$ cat src/rtl/shift_rotate_seq.sv
// Multi-cycle shift/rotate unit: one bit position per clock behind a valid/ready
// handshake, with rotate-through-carry and fully defined {cf, zf, sf, of} flags.
module shift_rotate_seq #(
  parameter int W  = 8,
  parameter int CW = $clog2(W + 2)
) (
  input  logic         clk,
  input  logic         reset,
  input  logic         in_valid,
  output logic         in_ready,
  input  logic [W-1:0] A,
  input  logic [W-1:0] B,
  input  logic [2:0]   control,
  input  logic         cin,
  output logic         out_valid,
  input  logic         out_ready,
  output logic [W-1:0] SRRes,
  output logic [3:0]   SRFlags
);

  localparam logic [1:0] S_IDLE = 2'd0;
  localparam logic [1:0] S_STEP = 2'd1;
  localparam logic [1:0] S_DONE = 2'd2;

  localparam logic [2:0] OP_SAR = 3'b000;
  localparam logic [2:0] OP_SHR = 3'b001;
  localparam logic [2:0] OP_SAL = 3'b010;
  localparam logic [2:0] OP_SHL = 3'b011;
  localparam logic [2:0] OP_ROL = 3'b100;
  localparam logic [2:0] OP_ROR = 3'b101;
  localparam logic [2:0] OP_RCL = 3'b110;
  localparam logic [2:0] OP_RCR = 3'b111;

  localparam logic [W:0]    W_EXT   = (W + 1)'(W);
  localparam logic [W:0]    WP1_EXT = (W + 1)'(W + 1);
  localparam logic [CW-1:0] CNT_ONE = {{(CW - 1){1'b0}}, 1'b1};

  logic [1:0]    state_q, state_d;
  logic [W-1:0]  d_q, d_d;
  logic          c_q, c_d;
  logic [CW-1:0] cnt_q, cnt_d;
  logic [2:0]    op_q, op_d;
  logic          a_msb_q, a_msb_d;
  logic [W-1:0]  res_q, res_d;
  logic [3:0]    flags_q, flags_d;
  logic          in_ready_q, in_ready_d;
  logic          out_valid_q, out_valid_d;

  logic [W:0]    b_ext;
  logic [W:0]    n_ext;
  logic [CW-1:0] n_cnt;
  logic          init_c;
  logic [W-1:0]  step_d;
  logic          step_c;

  // of is forced low for a zero count; for shifts that matches A[W-1]^A[W-1] anyway.
  function automatic logic [3:0] flags_f(input logic [W-1:0] res, input logic cf,
                                         input logic [2:0] op, input logic a_msb,
                                         input logic n_zero);
    logic of;
    if (n_zero)
      of = 1'b0;
    else if (!op[2])
      of = a_msb ^ res[W-1];
    else if (!op[0])
      of = res[W-1] ^ cf;
    else
      of = res[W-1] ^ res[W-2];
    return {cf, (res == '0), res[W-1], of};
  endfunction

  always_comb begin
    b_ext = {1'b0, B};
    case (control[2:1])
      2'b10:   n_ext = b_ext % W_EXT;
      2'b11:   n_ext = b_ext % WP1_EXT;
      default: n_ext = (b_ext >= W_EXT) ? W_EXT : b_ext;
    endcase
    n_cnt  = n_ext[CW-1:0];
    init_c = (control[2:1] == 2'b11) ? cin : 1'b0;
  end

  always_comb begin
    step_d = d_q;
    step_c = c_q;
    case (op_q)
      OP_SAR: begin
        step_c = d_q[0];
        step_d = {d_q[W-1], d_q[W-1:1]};
      end
      OP_SHR: begin
        step_c = d_q[0];
        step_d = {1'b0, d_q[W-1:1]};
      end
      OP_SAL, OP_SHL: begin
        step_c = d_q[W-1];
        step_d = {d_q[W-2:0], 1'b0};
      end
      OP_ROL: begin
        step_c = d_q[W-1];
        step_d = {d_q[W-2:0], d_q[W-1]};
      end
      OP_ROR: begin
        step_c = d_q[0];
        step_d = {d_q[0], d_q[W-1:1]};
      end
      OP_RCL:  {step_c, step_d} = {d_q, c_q};
      OP_RCR:  {step_d, step_c} = {c_q, d_q};
      default: ;
    endcase
  end

  always_comb begin
    state_d = state_q;
    d_d     = d_q;
    c_d     = c_q;
    cnt_d   = cnt_q;
    op_d    = op_q;
    a_msb_d = a_msb_q;
    res_d   = res_q;
    flags_d = flags_q;
    case (state_q)
      S_IDLE: begin
        if (in_valid) begin
          d_d     = A;
          c_d     = init_c;
          op_d    = control;
          a_msb_d = A[W-1];
          cnt_d   = n_cnt;
          if (n_cnt == '0) begin
            state_d = S_DONE;
            res_d   = A;
            flags_d = flags_f(A, init_c, control, A[W-1], 1'b1);
          end else begin
            state_d = S_STEP;
          end
        end
      end
      S_STEP: begin
        d_d   = step_d;
        c_d   = step_c;
        cnt_d = cnt_q - CNT_ONE;
        // The last step's result goes straight into the output registers.
        if (cnt_q == CNT_ONE) begin
          state_d = S_DONE;
          res_d   = step_d;
          flags_d = flags_f(step_d, step_c, op_q, a_msb_q, 1'b0);
        end
      end
      S_DONE: begin
        if (out_ready)
          state_d = S_IDLE;
      end
      default: state_d = S_IDLE;
    endcase
    in_ready_d  = (state_d == S_IDLE);
    out_valid_d = (state_d == S_DONE);
  end

  always_ff @(posedge clk) begin
    if (reset) begin
      state_q     <= S_IDLE;
      d_q         <= '0;
      c_q         <= 1'b0;
      cnt_q       <= '0;
      op_q        <= '0;
      a_msb_q     <= 1'b0;
      res_q       <= '0;
      flags_q     <= '0;
      in_ready_q  <= 1'b1;
      out_valid_q <= 1'b0;
    end else begin
      state_q     <= state_d;
      d_q         <= d_d;
      c_q         <= c_d;
      cnt_q       <= cnt_d;
      op_q        <= op_d;
      a_msb_q     <= a_msb_d;
      res_q       <= res_d;
      flags_q     <= flags_d;
      in_ready_q  <= in_ready_d;
      out_valid_q <= out_valid_d;
    end
  end

  assign in_ready  = in_ready_q;
  assign out_valid = out_valid_q;
  assign SRRes     = res_q;
  assign SRFlags   = flags_q;

endmodule

$ cat config.mk
export PLATFORM = sky130hd
export DESIGN_NAME = shift_rotate_seq
export DESIGN_NICKNAME = d
export VERILOG_FILES = /design/src/rtl/shift_rotate_seq.sv
export SDC_FILE = /design/constraint.sdc
export NUM_CORES = 1
export LEC_CHECK = 0
export ABC_AREA = 1
export CORE_AREA = 2 2 98 90
export CTS_CLUSTER_DIAMETER = 150
export CTS_CLUSTER_SIZE = 28
export DETAILED_ROUTE_END_ITERATION = 10
export DIE_AREA = 0 0 100 92
export PLACE_DENSITY_LB_ADDON = 0.1
export SYNTH_ARGS = -nofsm -noshare
export SYNTH_HDL_FRONTEND = slang
export SYNTH_SLANG_ARGS = --single-unit
$ cat constraint.sdc
create_clock -name clk -period 4.2 [get_ports clk]
set_clock_uncertainty 0.15 [all_clocks]
set_input_delay 0.63 -clock clk [delete_from_list [all_inputs] [get_ports clk]]
set_output_delay 0.63 -clock clk [all_outputs]
set_load 0.05 [all_outputs]
Word-level counts from Yosys, hierarchy flattened. Index checks and enable logic that the tools add are counted. Widths: inputs -> output; s select.

Logic and storage cells: 71. Flip-flop bits (word level): 33. Bits of input ports: 24. Output and inout bits: 14.

Bitwise operators: 3. Order comparisons: 1. Div/mod/pow operators: 1. Reduce and logical (&&, ||, !) cells: 13. Equality and inequality tests: 16. Add/subtract/negate cells: 1. Muxes and demuxes: 26.

Operators with widths (number): $pmux 8 s7 (1); $mux 8 (4); $pmux 8 s2 (2); $pmux 4 s2 (3); $mux 4 (5); $logic_not 8->1 (2); $eq 3x3->1 const B (4); $mod 8x4->9 const B (1); $eq 2x2->1 const B (4); $ge 8x4->1 const B (1); $mux 2 (4); $reduce_or 4->1 (2); $eq 3x2->1 const B (2); $ne 2x2->1 const B (3); $pmux 2 s3 (1); $eq 4x1->1 const B (1); $logic_not 2->1 (2); $logic_not 4->1 (1); $mux 1 (4); $pmux 1 s2 (2); $reduce_and 2->1 (2); $reduce_and 4->1 (1); $sub 4x1->4 const B (1); $eq 3x1->1 const B (1); other kinds (5) (7).

Longest topological paths before layout. Gate-level depths: netlist of run 1.

Word-level depth: 8. Mapped depth: 34. Gate-level depth less buffers: 33.

Worst setup path after synthesis of run 1. No wires, ideal clock.

Path kind: input-to-reg. From: in B[5]. To: reg res_q[0], in the netlist SRRes[0]. Required time: 3.933 ns. Stages: 30. Buffers on the path: 1. Arrival: 3.091 ns. Path slack: 0.843 ns. Setup time: 0.117 ns. Path through: inv_2 -> nand2_4 -> nand3_4 -> nand4_4 -> nand2_4 -> nand3_1 -> nand3_2 -> nand2_4 -> nand2_4 -> nand2_4 -> nand2_1 -> inv_1 -> ha_1 -> inv_1 -> nor2_1 -> nand2_1 -> nand3_1 -> nor2_4 -> inv_1 -> nand2_1 -> nand2_1 -> nand2_1 -> nand2_1 -> nor2_4 -> nand3_2 -> nand2_2 -> buf_6 -> nand3_1 -> nand2_1 -> nor2_1.

Word-level cells in the longest chain between the ends: 6.

Ends and longest elaborated chain: start, declared (line 12) `input logic [W-1:0] B,`; parallel branches: the longest is 2 deep, another holds $mod 8x4->9; $pmux 4 s2 (*) (line 74) `case (control[2:1])`; $logic_not 4->1 (*) (line 130) `if (n_cnt == '0) begin`; $ne 2x2->1 (no line) (*); $reduce_and 4->1 (no line) (*); end signal, assigned (line 179) `res_q <= res_d;`; end, declared (line 44) `logic [W-1:0] res_q, res_d;`.

Mark *: on every way between the ends. A chain may end at the register's enable or synchronous reset.

Worst setup path after layout of run 1.
From: in B[5]. To: reg res_q[5], in the netlist SRRes[5].

Same word-level chain as after synthesis.

==> results of run 1 <==
## cell type report
class	count	area, um2	share of cell area
multi-input cells	269	1470	0.488
flip-flops and latches	32	641	0.213
repair buffers	42	420	0.140
inverters	59	221	0.0738
well taps	102	128	0.0425
clock buffers	7	96.3	0.0321
clock inverters	1	30.0	0.0100
## routing by layer
metal	vias up	share of wire
met2	50	0.45
met3	7	0.044
met4	0	0.011
li1	1281	-
met1	1033	0.50
met5	-	0
## power by group
group	total [mW]	switching [mW]	internal (mW)
registers	0.381	0.0274	0.353
clock network	0.331	0.122	0.209
logic	0.578	0.373	0.205
## cell usage after synthesis, drive strengths merged, types with 2 or more instances
cell,instances
nand4,8
o211ai,9
dfxtp,32
nand2,108
buf,6
nand3,39
a21oi,27
clkinv,3
xor2,4
clkbuf,5
nor2,30
ha,4
a31oi,5
inv,56
o21ai,26
nor3,2
## logic make-up (layout without fill, tap and decap cells)
logic type	count (synthesis)	count (layout)
buffers and inverters	70	109
AO/OA/AOI/OAI	70	70
XOR/XNOR	4	4
flip-flops	32	32
adder cells (fa/ha/maj)	4	4
AND/OR/NAND/NOR	190	190
multiplexers	1	1
## worst max-delay path by stage
stage | start | end | slack (ns) | cells after the start
6_report | B[5] | SRRes[5]$_SDFFE_PP0P_ | 0.38 | 34
5_1_grt | B[5] | SRFlags[1]$_SDFFE_PP0P_ | 0.04 | 34
4_1_cts | B[5] | SRRes[5]$_SDFFE_PP0P_ | 0.39 | 34
3_5_place_dp | B[7] | SRRes[2]$_SDFFE_PP0P_ | 0.08 | 30
3_3_place_gp | B[5] | SRRes[0]$_SDFFE_PP0P_ | 0.12 | 34
2_1_floorplan | B[5] | SRRes[0]$_SDFFE_PP0P_ | 0.84 | 30
## worst max-delay path, delay by kind of cell
family,cells,cell delay (ns)
adder cells (fa/ha/maj),1,0.19
AND/OR/NAND/NOR,26,1.98
buffers and inverters,7,1.03
## flip-flops by register name, indices dropped and copies added, names as in the netlist
name and flops:
c_q 1, SRRes 7, in_ready 1, op_q 3
a_msb_q 1, state_q 2, d_q 8, SRFlags 4
out_valid 1, cnt_q 4
## metrics by stage
stage | cell area (um2) | utilization | hold WS, ns | power [mW] | cells
after floorplan | 2390 | - | 0.314 | 0.818 | 371
after global placement | 2880 | 0.345 | 0.319 | 0.967 | 504
after detailed placement | 2880 | 0.345 | 0.321 | 0.967 | 504
after CTS | 3000 | 0.360 | 0.339 | 1.30 | 512
after global routing | 3000 | 0.360 | 0.367 | 1.40 | 512
final | 3000 | 0.360 | 0.331 | 1.29 | 512
==> flow_summary.yaml, run 1 <==
setup_path:
  r2r_slack_ns: 1.80
  arrival_ns: 3.86
  critPathLaunchType: "input pin"
  worstPathMaxFanout: 22
  worstSetupPathType: "in2reg"
  worstReg2RegStart: "op_q[2]$_SDFFE_PP0P_"
  r2r_cells: 10
  rr_endpoint: "SRFlags[2]$_SDFFE_PP0P_"
  cp_slowest_cell: "clkdlybuf4s50_1"
  endpoint_kind: "register"
  path_common_cell: "nand2_1"
  critPathMaxStageDelay_ns: 0.52
  cp_data_required_time_ns: 4.24
logic_synthesis:
  synth-xor-area-share: 0.0178
  syn_avg_cell_area_um2: 6.44
  synth-compound-area-share: 0.167
  synth.cell_area_um2: 2390
  muxShareOfSynthArea: 0.00419
  synth_cells: 371
  syn_nets: 399
  synth_fa_ha_area_frac: 0.0209
  synth_area_leaders: "dfxtp_1 (27%), nand2_1 (14%), nand3_1 (7.3%), inv_1 (7.1%), a21oi_1 (5.7%)"
  synth_top_area_frac: 0.268
  synth_edf_count: 0
  ys_types: 37
  synth_top_family_by_area: "simple AND/OR/NAND/NOR gates"
  yosys_warnings: 0
  async_flop_share: 0
  yosysSeqAreaShare: 0.268
  synth-seq-cells: 32
  yosys.area_share.simple: 0.403
  synth_top_area_cell: "dfxtp_1"
  synthFlopType: "dfxtp_1"
drt:
  wl_per_cell_um: 11.5
  drtAntennaViolNets: 0
  num_vias: 2371
  dr.first_iter.drc_count: 100
  drt-pass1-iter-count: 6
  drt_wl_total_um: 5890
  via_per_inst: 4.63
  route.detailed.drc: 0
clock_network:
  holdBufCountCts: 0
  clock_sinks: 32
  cts_buffers: 5
  postCtsSetupRepairBufs: 0
  root_buffer: "clkbuf_8"
  cts_max_path_buffers: 2
  cts.clk_slew.worst_paths_ns: 0.07
  cts_htree_levels: 2
  cts_tree: "done"
  clkLatencyLatePin_ns: 0.29
  ctsResizeCount: 0
grt:
  use_met3: 0.0274
  overflow: 0
  grt_pass1_wl_um: 10300
  grt-busiest-layer: "met2"
  grt_util_all_layers: 0.136
  grt_max_degree: 24
  met1_usage: 0.190
  grtUsageMet2: 0.216
  grt_pass1_vias: 2255
  antenna_found_initial: 0
timing:
  slew_headroom: 0.538
  drv_slew: 0
  period_share: 0.909
  setup_viol: 0
  fin_crit_ns: 3.82
  fin_setup_tns_ns: 0
  tightest_slew_ns: 0.690
  clock.fmax_ghz: 0.262
  setup_ws_ns: 0.382
  finalHoldViolCount: 0
  rsz0062_at_grt: "false"
place:
  port_buffers: 37
  globalplace.congestion: 0.813
  post-dp-hpwl_um: 4580
  place_ws_ns: 0.0840
outcome:
  status: "complete, no violations"
flow_run:
  max-cap-violations: 0
floorplanning:
  die_x_um: 100
  ios: 38
  core_area_um2: 8330
  die-area_um2: 9200
  initial_core_util: 0.287
  die_h_um: 92
  num_rows: 32
finish:
  fillCellCount: 936
  syn_to_final_growth_pct: 25.6
  layout_commonest_cell: "nand2_1"
  most-common-layout-cells: "nand2_1 (89), inv_1 (45), clkdlybuf4s50_1 (37)"
  diodes: 0
  drive_above_1_share: 0.134
  fin_nets: 437
min_path:
  worstHoldEndpoint: "SRRes[3]$_SDFFE_PP0P_"
  hold_depth: 2
  hold_start: "SRRes[3]$_SDFFE_PP0P_"
  hold_path_class: "reg2reg"
power:
  leakage_nw: 1.38
  ir_drop_mv: 0.142
  power.density_nw_per_um2: 430
No activity file was read; power rests on OpenSTA's default activity.
==> run 2, diff against run 1 <==
--- a/config.mk
+++ b/config.mk
@@ -11,7 +11,8 @@
 export CTS_CLUSTER_SIZE = 28
 export DETAILED_ROUTE_END_ITERATION = 10
 export DIE_AREA = 0 0 100 92
-export PLACE_DENSITY_LB_ADDON = 0.1
+export PLACE_DENSITY = 0.49
 export SYNTH_ARGS = -nofsm -noshare
 export SYNTH_HDL_FRONTEND = slang
 export SYNTH_SLANG_ARGS = --single-unit
+export TNS_END_PERCENT = 100
==> run 2 against run 1 <==
  * Highest routed layer unchanged
  * Combinational power hardly changed
  * Final cell count stayed put
  * Register-to-register slack better by 0.03 ns
  * Global-route usage is 0.13 points lower
  * Clock power is 11% lower
  * Flip-flop and latch count stayed put
  * Routed wire length is 1.1% lower
  * Design area is 0.54% lower
  * Count of clock-buffer cells in the layout is 1 lower
  * Critical path depth is 3 lower
==> flow_summary.yaml, run 2 (synthesized netlist as in run 1, its figures left out) <==
outcome:
  status: "complete, no violations"
drt:
  route.detailed.drc: 0
  wl_per_cell_um: 11.4
  met2_length_um: 2560
  drt-met1-wl_um: 3020
  dr.first_iter.drc_count: 92
  drt_wl_total_um: 5820
  route.met3.wl_um: 213
  drt-pass1-iter-count: 4
  via_per_inst: 4.63
  drtAntennaViolNets: 0
  num_vias: 2369
  top_layer: "met4"
timing:
  drv_slew: 0
  clock.fmax_ghz: 0.263
  holdWs_ns: 0.334
  fin_setup_tns_ns: 0
  rsz0062_at_grt: "false"
  finalHoldViolCount: 0
  setup_viol: 0
  slew_headroom: 0.537
  period_share: 0.906
  fin_crit_ns: 3.81
  tightest_slew_ns: 0.692
clock_network:
  clock_sinks: 32
  postCtsSetupRepairBufs: 0
  ctsResizeCount: 0
  root_buffer: "clkbuf_8"
  clkLatencyLatePin_ns: 0.28
  cts_tree: "done"
  cts.clk_slew.worst_paths_ns: 0.07
  holdBufCountCts: 0
  cts_buffers: 5
  cts_htree_levels: 2
  cts_max_path_buffers: 2
setup_path:
  worstReg2RegStart: "op_q[2]$_SDFFE_PP0P_"
  cp_slowest_cell: "clkdlybuf4s50_1"
  worstPathMaxFanout: 22
  r2r_cells: 10
  critPathLaunchType: "input pin"
  arrival_ns: 3.84
  path_common_cell: "nand2_1"
  rr_endpoint: "SRFlags[2]$_SDFFE_PP0P_"
  critPathMaxStageDelay_ns: 0.45
  endpoint_kind: "register"
  r2r_slack_ns: 1.83
  worstSetupPathType: "in2reg"
  cp_data_required_time_ns: 4.23
grt:
  grt_util_all_layers: 0.135
  overflow: 0
  grt_pass1_wl_um: 10300
  antenna_found_initial: 0
  grt_pass1_vias: 2292
  grt_max_degree: 24
power:
  seqPwrFrac: 0.305
  p_comb_frac: 0.460
  power.density_nw_per_um2: 420
  ir_drop_mv: 0.110
  p_int_mw: 0.733
  p_sw_mw: 0.519
  clkPwrFrac: 0.235
  swShare: 0.415
  leakage_nw: 1.38
finish:
  most-common-layout-cells: "nand2_1 (89), inv_1 (45), clkdlybuf4s50_1 (36)"
  final-seq-area_um2: 641
  diodes: 0
  largest_reg_flops: 8
  fin_nets: 437
  finalNonFillerCells: 512
  fillCellCount: 917
  multiInputGateArea_um2: 1470
  regMostFlops: "d_q"
  drive_above_1_share: 0.132
  syn_to_final_growth_pct: 24.9
  design_area_um2: 2990
  layout_commonest_cell: "nand2_1"
place:
  globalplace.congestion: 0.853
  port_buffers: 37
  post-dp-hpwl_um: 4480
  dp.cells: 504
  dpl-instance-area_um2: 2880
floorplanning:
  num_rows: 32
  core_area_um2: 8330
  die-area_um2: 9200
  initial_core_util: 0.287
  die_h_um: 92
  die_x_um: 100
  ios: 38
min_path:
  worstHoldEndpoint: "SRFlags[0]$_SDFFE_PP0P_"
  hold_start: "SRFlags[0]$_SDFFE_PP0P_"
  hold_path_class: "reg2reg"
  hold_depth: 2
flow_run:
  max-cap-violations: 0
run 2: worst max path at each step:
stage / to / slack (ns) / from
finish: SRRes[2]$_SDFFE_PP0P_ / 0.39 / B[5]
detailed placement: SRRes[2]$_SDFFE_PP0P_ / 0.05 / B[7]
global route: SRRes[1]$_SDFFE_PP0P_ / 0.01 / B[5]
global placement: SRRes[0]$_SDFFE_PP0P_ / 0.11 / B[7]
CTS: SRRes[2]$_SDFFE_PP0P_ / 0.36 / B[7]
floorplan: SRRes[0]$_SDFFE_PP0P_ / 0.84 / B[5]
run 2: cell type report:
cell class | count | share of cell area
multi-input combinational | 269 | 0.491
sequential | 32 | 0.215
timing repair buffer | 42 | 0.142
inverter | 59 | 0.0742
tap | 102 | 0.0427
clock buffer | 6 | 0.0243
clock inverter | 2 | 0.0117
run 2: layer usage:
| layer | track usage | up-vias |
|---|---|---|
| li1 | - | 1283 |
| met1 | 0.188 | 1043 |
| met2 | 0.212 | 41 |
| met3 | 0.0252 | 2 |
| met4 | 0.0411 | 0 |
| met5 | 0 | - |
run 2: through the flow:
| step | total power [mW] | setup slack (ns) | util |
|---|---|---|---|
| finish | 1.25 | 0.395 | 0.358 |
| global route | 1.35 | 0.0133 | 0.358 |
| CTS | 1.26 | 0.357 | 0.358 |
| detailed placement | 0.963 | 0.0543 | 0.345 |
| global placement | 0.964 | 0.113 | 0.345 |
| floorplan | 0.818 | 0.843 | - |
run 2: power by group through the flow:
| stage | Combinational [mW] | Clock (mW) | Sequential, mW |
|---|---|---|---|
| final | 0.577 | 0.294 | 0.382 |
| after global routing | 0.649 | 0.317 | 0.388 |
| after CTS | 0.578 | 0.303 | 0.381 |
| after detailed placement | 0.575 | 0 | 0.388 |
| after global placement | 0.576 | 0 | 0.388 |
| after floorplan | 0.369 | 0 | 0.449 |
run 2: critical path, delay by kind of cell:
kind | cells | cell delay [ns]
and+or+nand+nor | 24 | 2.08
adders and majority gates | 1 | 0.19
buffers and inverters | 6 | 0.94
==> patch 1, RTL diff (settings of run 1) <==
Reset style: asynchronous (`reset`), changed in one clocked block.
--- a/src/rtl/shift_rotate_seq.sv
+++ b/src/rtl/shift_rotate_seq.sv
@@ -157,7 +157,7 @@
     out_valid_d = (state_d == S_DONE);
   end
 
-  always_ff @(posedge clk) begin
+  always_ff @(posedge clk or posedge reset) begin
     if (reset) begin
       state_q     <= S_IDLE;
       d_q         <= '0;
Behaviour: differs if reset is asserted again (counterexample within 4 cycles, from zero or initial values and one cycle with reset high); with reset held inactive, the same outputs for 10 cycles.
==> patch 1 against run 1 <==
- global-route usage is 0.76 points lower
- cell area is 2.5% lower
- sequential cell count stayed put
- routed wire length fell by 6.3%
- worst setup slack better by 29 ps
- first-iteration DRC count is 5.0% lower
- highest routed layer unchanged
- area after synthesis decreased by 3.2%
- utilization down 0.92 points
Power is not compared: it rests on default switching activity, and its combinational part moved more than twofold at a synthesized area within 25%.
==> patch 1: results (changes against run 1) <==
** Run status
- Status :: complete, no violations (unchanged)

** Logic synthesis
- Commonest cells in the synthesized netlist: 105 x nand2_1, 40 x inv_1, 35 x nand3_1, 31 x dfrtp_1, 30 x o21ai_0 (was 89 x nand2_1, 45 x inv_1, 35 x nand3_1, 32 x dfxtp_1, 28 x nor2_1).
- The area fraction in compound gates after synthesis came to 13.3% (was 16.7%).
- The number of distinct library cell variants in the gate-level netlist after synthesis came to 35 (was 37).
- Proportion of synthesized chip area in sequential cells :: 34.7% (was 26.8%)
- Post-synth ARST share :: 100% (was 0%)
- The share of the synthesized netlist area taken by xor and xnor gates is 1.52% (was 1.78%).
- Synthesized area divided by synthesized cell count :: 6.74 sq um (was 6.44 sq um)
- Dominant cells by area after synthesis :: dfrtp_1 34%, nand2_1 17%, nand3_1 7.6% (was dfxtp_1 27%, nand2_1 14%, nand3_1 7.3%)
- Share of synthesized area spent on multiplexers :: 0% (was 0.419%)
- The most used flip-flop cell after synthesis is dfrtp_1 (was dfxtp_1).

** Final layout
- Ratio of cells with drive above 1 in the final layout :: 12.1% (was 13.4%)
- Non-clock buffer share of cell area :: 14.7% (was 14.0%)
- The count of plain and timing-repair buffers in the layout was 45 (was 42).
- Register fraction of the total cell area :: 27.4% (was 21.3%)
- The growth of design area from synthesis to finish came to 26.5% (was 25.6%).
- The number of non-clock inverters came to 48 (was 59).
- Clock distribution area overhead in the final layout :: 3.17% (was 4.21%)
- Multi-input gate count :: 255 (was 269)
- The multi-input logic area came to 1290 sq um (was 1470 sq um).
- The number of filler cells placed in the layout was 926 (was 936).
- Clock buffers :: 6 (was 7)

** GRT
- Global-route track usage on met1 :: 18.4% (was 19.0%)
- First-pass GRT wire length :: 9.67 mm (was 10.3 mm)
- Maximum number of pins on one net before global-route repair :: 33 (was 24)
- The met3 layer usage reported by global route is 2.36% (was 2.74%).
- The number of global-route vias before repair was 2,082 (was 2,255).
- The overall track demand over capacity in global routing is 12.9% (was 13.6%).
- Met2 track utilization from global routing :: 19.8% (was 21.6%)

** Place
- Placed cell area :: 2810 sq um (was 2880 sq um)
- Placed Cells :: 480 (was 504)
- The routability congestion estimate is 0.811 (was 0.813).
- Worst setup timing slack at the placement stage :: -8.59 ps (was 84.0 ps)

** Route
- The sum of routed wire segments on met1 was 2.81 mm (was 2.93 mm).
- The routed length on met3 is 197 um (was 261 um).
- Detail-routed via count per cell :: 4.55 (was 4.63)
- WL final :: 5.52 mm (was 5.89 mm)
- Via Count :: 2,230 (was 2,371)
- The number of iterations in the first detailed-routing pass is 4 (was 6).
- Initial DRC count :: 95 (was 100)

** Critical path
- The biggest cell delay along the critical path is 470 ps (was 520 ps).
- Path depth of the worst reg2reg path :: 9 (was 10)
- The maximum fanout along the worst path came to 11 (was 22).

** Power and ir drop
- Clk pwr share :: 11.8%

** Timing
- The worst max-slew margin expressed relative to the limit came to 32.9% (was 53.8%).
## patch 1: changes by cell type after synthesis, moves of 9 or more
cell	before	now
a21oi_1	27	6
o21ai_0	21	30
dfrtp_1	0	31
dfxtp_1	32	0
nand2_1	89	105
## patch 1: final timing paths
check	start	endpoint	slack, ps
worst min-delay path	SRRes[5]	SRRes[5]	320
worst min register to register	SRRes[5]	SRRes[5]	320
min in group asynchronous	reset	SRFlags[1]	600
max in group asynchronous	reset	in_ready	2980
worst max register to register	op_q[2]	SRFlags[0]	1570
worst max-delay path	B[4]	SRRes[5]	410
## patch 1: cell families (layout without fill, tap and decap cells)
| logic type | Yosys count | count (layout) |
|---|---|---|
| AND/OR/NAND/NOR | 192 | 192 |
| flip-flops | 32 | 32 |
| AO/OA/AOI/OAI | 55 | 55 |
| XOR/XNOR | 4 | 4 |
| adder cells (fa/ha/maj) | 4 | 4 |
| buffers and inverters | 56 | 101 |
## patch 1: tightest hold or removal path: stages (launching register included)
cell	delay (ps)
dfrtp_1	350
nand2_1	50
nand2_1	50
==> patch 2, RTL diff (config.mk and constraints of run 1) <==
Without the edit above. The parameter `W` goes from 8 to 16.
--- a/src/rtl/shift_rotate_seq.sv
+++ b/src/rtl/shift_rotate_seq.sv
@@ -1,7 +1,7 @@
 // Multi-cycle shift/rotate unit: one bit position per clock behind a valid/ready
 // handshake, with rotate-through-carry and fully defined {cf, zf, sf, of} flags.
 module shift_rotate_seq #(
-  parameter int W  = 8,
+  parameter int W  = 16,
   parameter int CW = $clog2(W + 2)
 ) (
   input  logic         clk,
Ports: changed (resized A, B and SRRes); port bits go from 38 to 62. No check against the original RTL was run, so the function may have changed too.
==> patch 2 against run 1 <==
- the run now ends with negative setup slack left
- cell count is 110% higher
- count of clock-buffer cells in the layout shrank 2
- sequential share of layout area is 7.9 points lower
- sequential cell count grew 17
- utilization up 52 points
- cell area is 140% higher
- worst setup slack worse by 3900 ps
- routed wire length grew to 2.9 times the old value
- critical endpoint is now SRFlags[1]
- area after synthesis is 98% higher
- first-iteration DRC count increased to 4.5 times the old value
Power is not shown: default switching activity piles up to over one toggle a cycle in this logic, so the estimate is an artifact.
==> patch 2: results (changes against run 1) <==
** Run status
- Status :: finished, violations left (was complete, no violations)
- Failing checks :: negative setup slack

** CTS
- Cts repair resizes :: 98 (was 0)
- The clock sink total is 49 (was 32).
- The post-CTS setup repair buffer count is 26 (was 0).

** Final layout
- Ratio of cells with drive above 1 in the final layout :: 36.8% (was 13.4%)
- The fraction of area in clock buffers and inverters is 1.29% (was 4.21%).
- Count of nets after finishing :: 1,017 (was 437)
- Clock buffers :: 5 (was 7)
- The sequential cell area in the final layout is 981 sq um (was 641 sq um).
- Multi-input logic portion of the cell area :: 55.3% (was 48.8%)
- The flip-flop count of the largest register, all copies and words added is 16 (was 8).
- The number of filler cells placed in the layout came to 457 (was 936).
- The multi-input gate count came to 614 (was 269).

** Logic synthesis
- The sequential-to-total area share from yosys stat is 20.7% (was 26.8%).
- Adder-cell area share of the yosys netlist :: 1.59% (was 2.09%)
- The synthesized net count was 841 (was 399).
- The number of distinct library cell variants in the gate-level netlist after synthesis is 45 (was 37).
- The gate count of the mapped netlist came to 795 (was 371).
- The area fraction in compound gates after synthesis was 15.4% (was 16.7%).
- The multiplexer fraction of the synthesized cell area was 1.48% (was 0.419%).

** Timing
- # setup viols final :: 28 (was 0)
- The post-route setup TNS came to -94,240 ps (was 0 ps).
- Fin worst setup slack :: -3470 ps (was 382 ps)
- The smallest hold slack came to 332 ps (was 331 ps).
- The slew of the pin with the lowest slew margin came to 939 ps (was 690 ps).

** Place
- The placement-stage worst setup slack was -3740 ps (was 84.0 ps).
- Half-perimeter wire length of the detailed placement result :: 10.4 mm (was 4.58 mm)
- The number of I/O port buffers came to 61 (was 37).
- Placer Congestion :: 0.956 (was 0.813)
- Placed cell area :: 6210 sq um (was 2880 sq um)

** Route
- Via Count :: 6,327 (was 2,371)
- Initial DRC count :: 451 (was 100)

** Critical path
- The biggest cell delay along the critical path is 230 ps (was 520 ps).
- The endpoint arrival time on the critical path is 7750 ps (was 3860 ps).
- The slowest stage cell on the critical path is nand4_1 (was clkdlybuf4s50_1).
- Critical path launch point :: B[11] (was B[5])

** GRT
- The maximum number of pins on one net before global-route repair came to 39 (was 24).
- First-pass GRT wire length :: 25.6 mm (was 10.3 mm)
- Global Route Usage Sum :: 33.4% (was 13.6%)
- Number of global-route vias before repair :: 5,966 (was 2,255)

** Worst hold path
- Startpoint of the worst hold path :: a_msb_q (was SRRes[3])
## patch 2: cell count changes after synthesis, sizes merged, moves of 10 or more
cell,delta
nand2,+161
inv,+51
nand3,+48
nor2,+37
o21ai,+26
a21oi,+18
dfxtp,+17
nand4,+17
clkbuf,+10
## patch 2: how the worst max path moves through the flow
stage | cells past startpoint | endpoint | slack [ps]
2_1_floorplan | 68 | SRRes[10] | -2600
3_3_place_gp | 57 | SRRes[13] | -3410
3_5_place_dp | 64 | SRRes[10] | -3740
4_1_cts | 67 | SRRes[10] | -3030
5_1_grt | 62 | SRRes[14] | -3880
6_report | 64 | SRFlags[1] | -3470
## patch 2: per-layer routing
layer  share of wire (%)  GRT usage, %  vias up
met4                 5.2          16.4        0
met2                  50          59.4      394
met3                 7.6          4.88      115
met1                  37          38.8     2866
li1                    -             -     2952
met5                   0             0        -
